--- src/rtl/cpu_rmw_sequencer.sv ---
// 6502 read-modify-write sequencer: reads a memory operand, drives the shared ALU,
// writes back the old value (optional) and then the result, and reports N/Z/C.
module cpu_rmw_sequencer #(
    parameter int ADDR_W      = 16,
    parameter int DUMMY_WRITE = 1
) (
    input  logic              clk,
    input  logic              rst,
    input  logic              start,
    input  logic [2:0]        op,
    input  logic [ADDR_W-1:0] addr,
    input  logic              carry_in,
    output logic              busy,
    output logic              done,
    output logic              err,
    output logic [ADDR_W-1:0] mem_addr,
    output logic              mem_rd_req,
    input  logic              mem_rd_ack,
    input  logic [7:0]        mem_rdata,
    output logic              mem_wr_req,
    input  logic              mem_wr_ack,
    output logic [7:0]        mem_wdata,
    output logic [7:0]        alu_a,
    output logic [7:0]        alu_b,
    output logic [3:0]        alu_op,
    output logic              alu_cin,
    input  logic [7:0]        alu_result,
    input  logic              alu_carry,
    input  logic              alu_neg,
    input  logic              alu_zero,
    output logic              flag_n,
    output logic              flag_z,
    output logic              flag_c,
    output logic              flag_nz_we,
    output logic              flag_c_we
);

    typedef enum logic [2:0] {
        IDLE, READ, MODIFY, DUMMY_WR, WRITE, DONE
    } state_t;

    state_t              r_state;
    logic [2:0]          r_op;
    logic [ADDR_W-1:0]   r_addr;
    logic                r_cin;
    logic [7:0]          r_operand;
    logic [7:0]          r_result;
    logic [7:0]          r_wdata;
    logic [3:0]          r_alu_op;
    logic                r_busy;
    logic                r_done;
    logic                r_err;
    logic                r_rd_req;
    logic                r_wr_req;
    logic                r_flag_n;
    logic                r_flag_z;
    logic                r_flag_c;
    logic                r_flag_c_we;
    logic                w_legal;

    function automatic logic [3:0] f_alu_code(input logic [2:0] i_op);
        case (i_op)
            3'd0:    f_alu_code = 4'b0101;
            3'd1:    f_alu_code = 4'b0110;
            3'd2:    f_alu_code = 4'b0111;
            3'd3:    f_alu_code = 4'b1000;
            3'd4:    f_alu_code = 4'b1001;
            3'd5:    f_alu_code = 4'b1010;
            default: f_alu_code = 4'b0000;
        endcase
    endfunction

    assign w_legal = (op <= 3'd5);

    always_ff @(posedge clk or posedge rst) begin
        if (rst) begin
            r_state     <= IDLE;
            r_op        <= 3'd0;
            r_addr      <= '0;
            r_cin       <= 1'b0;
            r_operand   <= 8'h00;
            r_result    <= 8'h00;
            r_wdata     <= 8'h00;
            r_alu_op    <= 4'b0000;
            r_busy      <= 1'b0;
            r_done      <= 1'b0;
            r_err       <= 1'b0;
            r_rd_req    <= 1'b0;
            r_wr_req    <= 1'b0;
            r_flag_n    <= 1'b0;
            r_flag_z    <= 1'b0;
            r_flag_c    <= 1'b0;
            r_flag_c_we <= 1'b0;
        end else begin
            r_done      <= 1'b0;
            r_err       <= 1'b0;
            r_flag_c_we <= 1'b0;
            case (r_state)
                IDLE: begin
                    if (start && w_legal) begin
                        r_addr   <= addr;
                        r_op     <= op;
                        r_cin    <= carry_in;
                        r_alu_op <= f_alu_code(op);
                        r_busy   <= 1'b1;
                        r_rd_req <= 1'b1;
                        r_state  <= READ;
                    end else if (start) begin
                        r_err <= 1'b1;
                    end
                end
                READ: begin
                    if (mem_rd_ack) begin
                        r_operand <= mem_rdata;
                        r_rd_req  <= 1'b0;
                        r_state   <= MODIFY;
                    end
                end
                MODIFY: begin
                    r_result <= alu_result;
                    r_flag_n <= alu_neg;
                    r_flag_z <= alu_zero;
                    r_flag_c <= alu_carry;
                    r_wr_req <= 1'b1;
                    if (DUMMY_WRITE != 0) begin
                        r_wdata <= r_operand;
                        r_state <= DUMMY_WR;
                    end else begin
                        r_wdata <= alu_result;
                        r_state <= WRITE;
                    end
                end
                DUMMY_WR: begin
                    // Request stays high; only the data switches to the result.
                    if (mem_wr_ack) begin
                        r_wdata <= r_result;
                        r_state <= WRITE;
                    end
                end
                WRITE: begin
                    if (mem_wr_ack) begin
                        r_wr_req    <= 1'b0;
                        r_done      <= 1'b1;
                        r_flag_c_we <= ~r_op[2];
                        r_state     <= DONE;
                    end
                end
                DONE: begin
                    r_busy   <= 1'b0;
                    r_alu_op <= 4'b0000;
                    r_state  <= IDLE;
                end
                default: r_state <= IDLE;
            endcase
        end
    end

    assign busy       = r_busy;
    assign done       = r_done;
    assign err        = r_err;
    assign mem_addr   = r_addr;
    assign mem_rd_req = r_rd_req;
    assign mem_wr_req = r_wr_req;
    assign mem_wdata  = r_wdata;
    assign alu_a      = r_operand;
    assign alu_b      = 8'h00;
    assign alu_op     = r_alu_op;
    assign alu_cin    = r_cin;
    assign flag_n     = r_flag_n;
    assign flag_z     = r_flag_z;
    assign flag_c     = r_flag_c;
    assign flag_nz_we = r_done;
    assign flag_c_we  = r_flag_c_we;

endmodule
--- config.mk ---
export PLATFORM = sky130hd
export DESIGN_NAME = cpu_rmw_sequencer
export DESIGN_NICKNAME = d
export VERILOG_FILES = /design/src/rtl/cpu_rmw_sequencer.sv
export SDC_FILE = /design/constraint.sdc
export NUM_CORES = 1
export LEC_CHECK = 0
export ABC_AREA = 1
export CAP_MARGIN = 20
export CELL_PAD_IN_SITES_DETAIL_PLACEMENT = 1
export CELL_PAD_IN_SITES_GLOBAL_PLACEMENT = 2
export CORE_MARGIN = 1.5
export CORE_UTILIZATION = 25
export DETAILED_ROUTE_END_ITERATION = 7
export MAX_ROUTING_LAYER = met4
export PLACE_DENSITY_LB_ADDON = 0.12
export SLEW_MARGIN = 20
export SYNTH_ARGS = -nofsm -noshare
export SYNTH_HDL_FRONTEND = slang
export SYNTH_SLANG_ARGS = --single-unit
export TNS_END_PERCENT = 100
--- constraint.sdc ---
create_clock -name clk -period 3.6 [get_ports clk]
set_input_delay 0.72 -clock clk [delete_from_list [all_inputs] [get_ports clk]]
set_output_delay 0.72 -clock clk [all_outputs]
set_load 0.01 [all_outputs]
After elaboration in Yosys (flattened, before gate mapping)
Index checks and enable logic that the tools add are counted.
{ "totals": {"ff_bits": 60, "inputBits": 44, "output_inout_bits": 55, "word_cells": 70} }
{ "op_classes": {"magnitude_cmp": 1, "n_eq_ne": 14, "mux": 23, "bitwise_logic": 1, "reduce_logical": 14} }
{ "ops": {"columns": ["cell", "count"], "rows": [
  ["$pmux 4 s6", 1],
  ["$pmux 8 s2", 1],
  ["$pmux 3 s5", 1],
  ["$eq 3x2->1 const B", 4],
  ["$eq 3x3->1 const B", 4],
  ["$mux 3", 4],
  ["$mux 1", 10],
  ["$reduce_and 2->1", 5],
  ["$mux 8", 1],
  ["$ne 2x2->1 const B", 4],
  ["$pmux 4 s2", 1],
  ["$reduce_bool 2->1", 4],
  ["$eq 3x1->1 const B", 2],
  ["$logic_not 3->1", 2],
  ["$pmux 1 s2", 3],
  ["$mux 4", 1],
  ["$reduce_and 4->1", 1],
  ["$le 3x3->1 const B", 1],
  ["$reduce_and 3->1", 1],
  ["$logic_and 1x1->1", 1],
  ["$not 1->1", 1]
]} }

Longest topological paths before layout
{ "depth": {"depth_word": 4, "depth_mapped": 8, "mapped_depth_nobuf": 7} }

Worst setup path after synthesis
No wires, ideal clock.
{ "synth_timing": {"path_type": "input-to-reg", "start": "input port op[1]", "end": "register r_alu_op[0], in the netlist alu_op[0]", "setup_time_ns": 0.118, "arrival_ns": 1.307, "t_required_ns": 3.482, "slack_ns": 2.175, "cell_stages": 7, "n_path_buf": 1, "cell_sequence": "nand2_1 > nand2_1 > nor2_4 > inv_4 > buf_6 > nand3_1 > nand2_1"} }
{ "synth_between": {"elab_chain_cells": 4, "word_cells_on_any_way": 13, "cone_classes": "1 x order compare; 6 x eq/ne; 3 x mux; 3 x reduce/logical"} }
{ "synth_rtl": {"columns": ["item", "line_no", "source"], "rows": [
  ["from (decl)", "10", "input logic [2:0] op,"],
  ["$eq 3x3->1, or another cell as far along", "62", "case (i_op)"],
  ["$pmux 4 s6 / $logic_and 1x1->1 (equally long branches)", "62, 100", null],
  ["$mux 4 / $ne 2x2->1 (equally long branches)", null, null],
  ["$pmux 4 s2 / $reduce_and 2->1 (equally long branches)", null, null],
  ["to (signal assigned)", "104", "r_alu_op <= f_alu_code(op);"],
  ["to (decl)", "49", "logic [3:0] r_alu_op;"]
]} }
Several ways; a longest one is shown, not always the timed one. The select of a mux whose other input is x is not followed.
A chain may end at the register's enable or synchronous reset.

Final worst setup path
{ "layout_timing": {"start": "register r_operand[1], in the netlist alu_a[1]", "end": "output port alu_a[1]"} }
{ "layout_rtl": {"columns": ["item", "line_no", "source"], "rows": [
  ["from (decl)", "46", "logic [7:0] r_operand;"],
  ["from (signal assigned)", "114", "r_operand <= mem_rdata;"],
  ["to (decl)", "23", "output logic [7:0] alu_a,"]
]} }
No word-level cell between the ends.

==> impl_metrics.py <==
metrics = {
    "worst_setup_path": {
        "worstSetupEndpointType": "output pin",
        "crit_family": "buffers and inverters",
        "crit_start": "alu_a[1]$_DFFE_PP0P_",
        "reg2reg_from": "r_state[0]$_DFFE_PP0P_",
        "start_kind": "register",
        "worstPathCellList": "clkdlybuf4s50_1",
        "required_ns": 2.88,
        "slowest_delay_ns": 0.56,
        "rr_endpoint": "flag_c$_DFFE_PP0P_",
        "timing.critical_path.depth": 1,
        "setup.worst_path.class": "register to output pin",
        "r2r_slack_ns": 1.73,
        "cp_num_buf_inv": 1,
        "crit_slowest_cell": "clkdlybuf4s50_1",
        "crit_fanout": 3,
        "cp.arrival_ns": 1.30,
        "rr_worst_depth": 5,
        "crit_end": "alu_a[1]",
    },
    "power_and_ir_drop": {
        "p_leak_nw": 1.77,
        "vdd.ir_drop.worst_mv": 0.273,
        "power_per_cell_area_mw_per_mm2": 807,
    },
    "die": {
        "core_sq_mm": 0.00968,
        "dieArea_sq_mm": 0.0105,
        "initial_utilization_pct": 25.5,
        "fp.dieW_um": 102,
        "die_h_um": 102,
        "pin_count": 99,
        "fp-row-count": 36,
    },
    "hold_path": {
        "hold_path_class": "register to register",
    },
    "global_routing": {
        "gr-total-overflow": 0,
        "grt_pass1_wl_um": 10800,
        "grt_max_degree": 39,
        "grt_pass1_vias": 2158,
        "antenna_found_initial": 0,
        "grtUsageTotal_pct": 14.2,
    },
    "logic_synthesis": {
        "yosysWarnings": 0,
        "synth-seq-cells": 58,
        "syn_area_per_cell_sq_um": 8.94,
        "synth.most_common_cell": "nand2_1",
        "synth_edf_count": 0,
        "synth.area.top_cells": "dfrtp_1, nand2_1, buf_4, inv_1, nand3_1",
        "async_reset_ff_share_pct": 100,
        "yosys.area.top_type": "dfrtp_1",
        "syn_area_sq_mm": 0.00247,
        "synthCells": 276,
        "netlist.area_leader.share_pct": 58.9,
        "synth_top_flop_cell": "dfrtp_1",
        "synth.yosys.seq_area_share_pct": 58.9,
        "ys_top_cells_by_count": "nand2_1, dfrtp_1, inv_1",
        "synth.distinct_cells": 22,
    },
    "route": {
        "drtAntennaViolNets": 0,
        "wire_per_inst_um": 13.0,
        "drt-initial-drc-count": 52,
        "vias_per_cell": 4.08,
        "drc": 0,
        "drt_first_pass_iters": 4,
        "vias": 2067,
        "wl_um": 6600,
    },
    "cts": {
        "cts_buffers": 9,
        "htreeDepth": 3,
        "root_buffer": "clkbuf_8",
        "clock_sinks": 58,
        "post_cts_buffers": 0,
        "cts.reportedPaths.clkPinSlew_ns": 0.06,
        "tritoncts": "built",
        "cts_resized": 0,
        "cts_hold_buf": 0,
        "cts_buffer_depth": 2,
        "clock_latency_ns": 0.33,
    },
    "timing": {
        "slew_viol_final": 0,
        "fin_crit_ns": 2.02,
        "setup-violations-final": 0,
        "rsz0062_at_grt": "no",
        "maxSlewHeadroom_pct": 42.1,
        "fin_tns_setup_ns": 0,
        "tightest_slew_ns": 0.866,
        "worst_slack_ns": 1.58,
        "fmax_mhz": 496,
        "fin_worst_skew_ns": 0.00724,
        "finalCritPeriodShare_pct": 56.1,
        "hold_viol": 0,
    },
    "placement": {
        "post_dp_cell_area_sq_mm": 0.00346,
        "gp_congestion": 0.703,
        "hpwlAfterDp_um": 4770,
        "pre_cts_ws_ns": 1.42,
        "io_buffers": 90,
        "place_inst": 493,
    },
    "cells_and_area": {
        "fin_area_sq_mm": 0.00363,
        "nets": 415,
        "instances_no_fill": 507,
        "antenna_cells": 0,
        "drive_gt1_share_pct": 7.49,
        "layout-area-overhead-vs-synth_pct": 47.2,
    },
    "run_status": {
        "outcome": "finished clean",
    },
    "flow_run": {
        "max_cap_violations": 0,
    },
}
[power breakdown]
part           total (mW)  internal, mW  switching [mW]
Combinational        1.25         0.621           0.628
Clock               0.557         0.309           0.248
Sequential           1.12         0.936           0.187
Total                2.93          1.87            1.06
[how the worst min path moves through the flow]
| stage | startpoint | slack (ns) | to | cells after the start |
|---|---|---|---|---|
| floorplan | r_op[2]$_DFFE_PP0P_ | 0.40 | flag_c_we$_DFF_PP0_ | 1 |
| global placement | r_op[2]$_DFFE_PP0P_ | 0.42 | flag_c_we$_DFF_PP0_ | 1 |
| detailed placement | r_op[2]$_DFFE_PP0P_ | 0.42 | flag_c_we$_DFF_PP0_ | 1 |
| CTS | r_op[2]$_DFFE_PP0P_ | 0.43 | flag_c_we$_DFF_PP0_ | 1 |
| global route | r_op[2]$_DFFE_PP0P_ | 0.45 | flag_c_we$_DFF_PP0_ | 1 |
| finish | r_op[2]$_DFFE_PP0P_ | 0.43 | flag_c_we$_DFF_PP0_ | 1 |
[cell usage in the layout, fill, tap and decap left out, types with 2 or more instances in the layout]
| cell type | synthesis | routed |
|---|---|---|
| o211ai_1 | 7 | 7 |
| clkinv_2 | 0 | 3 |
| o21a_1 | 7 | 7 |
| clkdlybuf4s50_1 | 0 | 90 |
| buf_4 | 13 | 3 |
| inv_2 | 4 | 5 |
| nand2_1 | 134 | 134 |
| clkbuf_8 | 0 | 9 |
| nor2_4 | 3 | 3 |
| a21oi_1 | 2 | 2 |
| inv_1 | 15 | 14 |
| nand3_1 | 11 | 11 |
| dfrtp_1 | 58 | 58 |
| nor2_1 | 5 | 5 |
| o21ai_0 | 4 | 4 |
| nand4_1 | 3 | 3 |
| conb_1 | 1 | 8 |
[layout make-up]
type | count | area [sq um]
Clock buffer | 10 | 128
Sequential cell | 58 | 1450
Inverter | 20 | 77.6
Clock inverter | 4 | 45.0
Fill cell | 1148 | 6050
Multi-Input combinational cell | 189 | 838
Tap cell | 133 | 166
Timing Repair Buffer | 93 | 923
[state kept, by name, summed over array words and instances (netlist names)]
| name | count |
|---|---|
| err | 1 |
| mem_rd_req | 1 |
| done | 1 |
| alu_a | 8 |
| flag_c_we | 1 |
| mem_addr | 16 |
| r_state | 3 |
| mem_wdata | 8 |
| alu_op | 4 |
| busy | 1 |
| flag_n | 1 |
| r_result | 8 |
| flag_z | 1 |
| flag_c | 1 |
| r_op | 1 |
| alu_cin | 1 |
| mem_wr_req | 1 |
[logic make-up after synthesis]
group / share of synthesized area, %
buffers and inverters: 8.22
AO/OA/AOI/OAI: 6.70
flip-flops: 58.9
other: 0.152
AND/OR/NAND/NOR: 26.1
[layer usage]
metal,share of wire [%],GRT usage [%],vias to the layer above,routed length [um]
met2,46,20.5,59,3020
met1,48,18.8,971,3170
met4,1.7,6.74,0,114
met3,4.5,3.21,9,299
li1,-,-,1028,-
met5,0,-,-,0
[per-stage QoR]
stage | hold slack (ns) | power [mW] | utilization [%]
floorplan | 0.401 | 1.77 | -
global placement | 0.416 | 2.39 | 35.7
detailed placement | 0.420 | 2.41 | 35.7
CTS | 0.429 | 2.99 | 37.5
global route | 0.452 | 3.19 | 37.5
finish | 0.429 | 2.93 | 37.5
No activity file was read; power rests on OpenSTA's default activity.
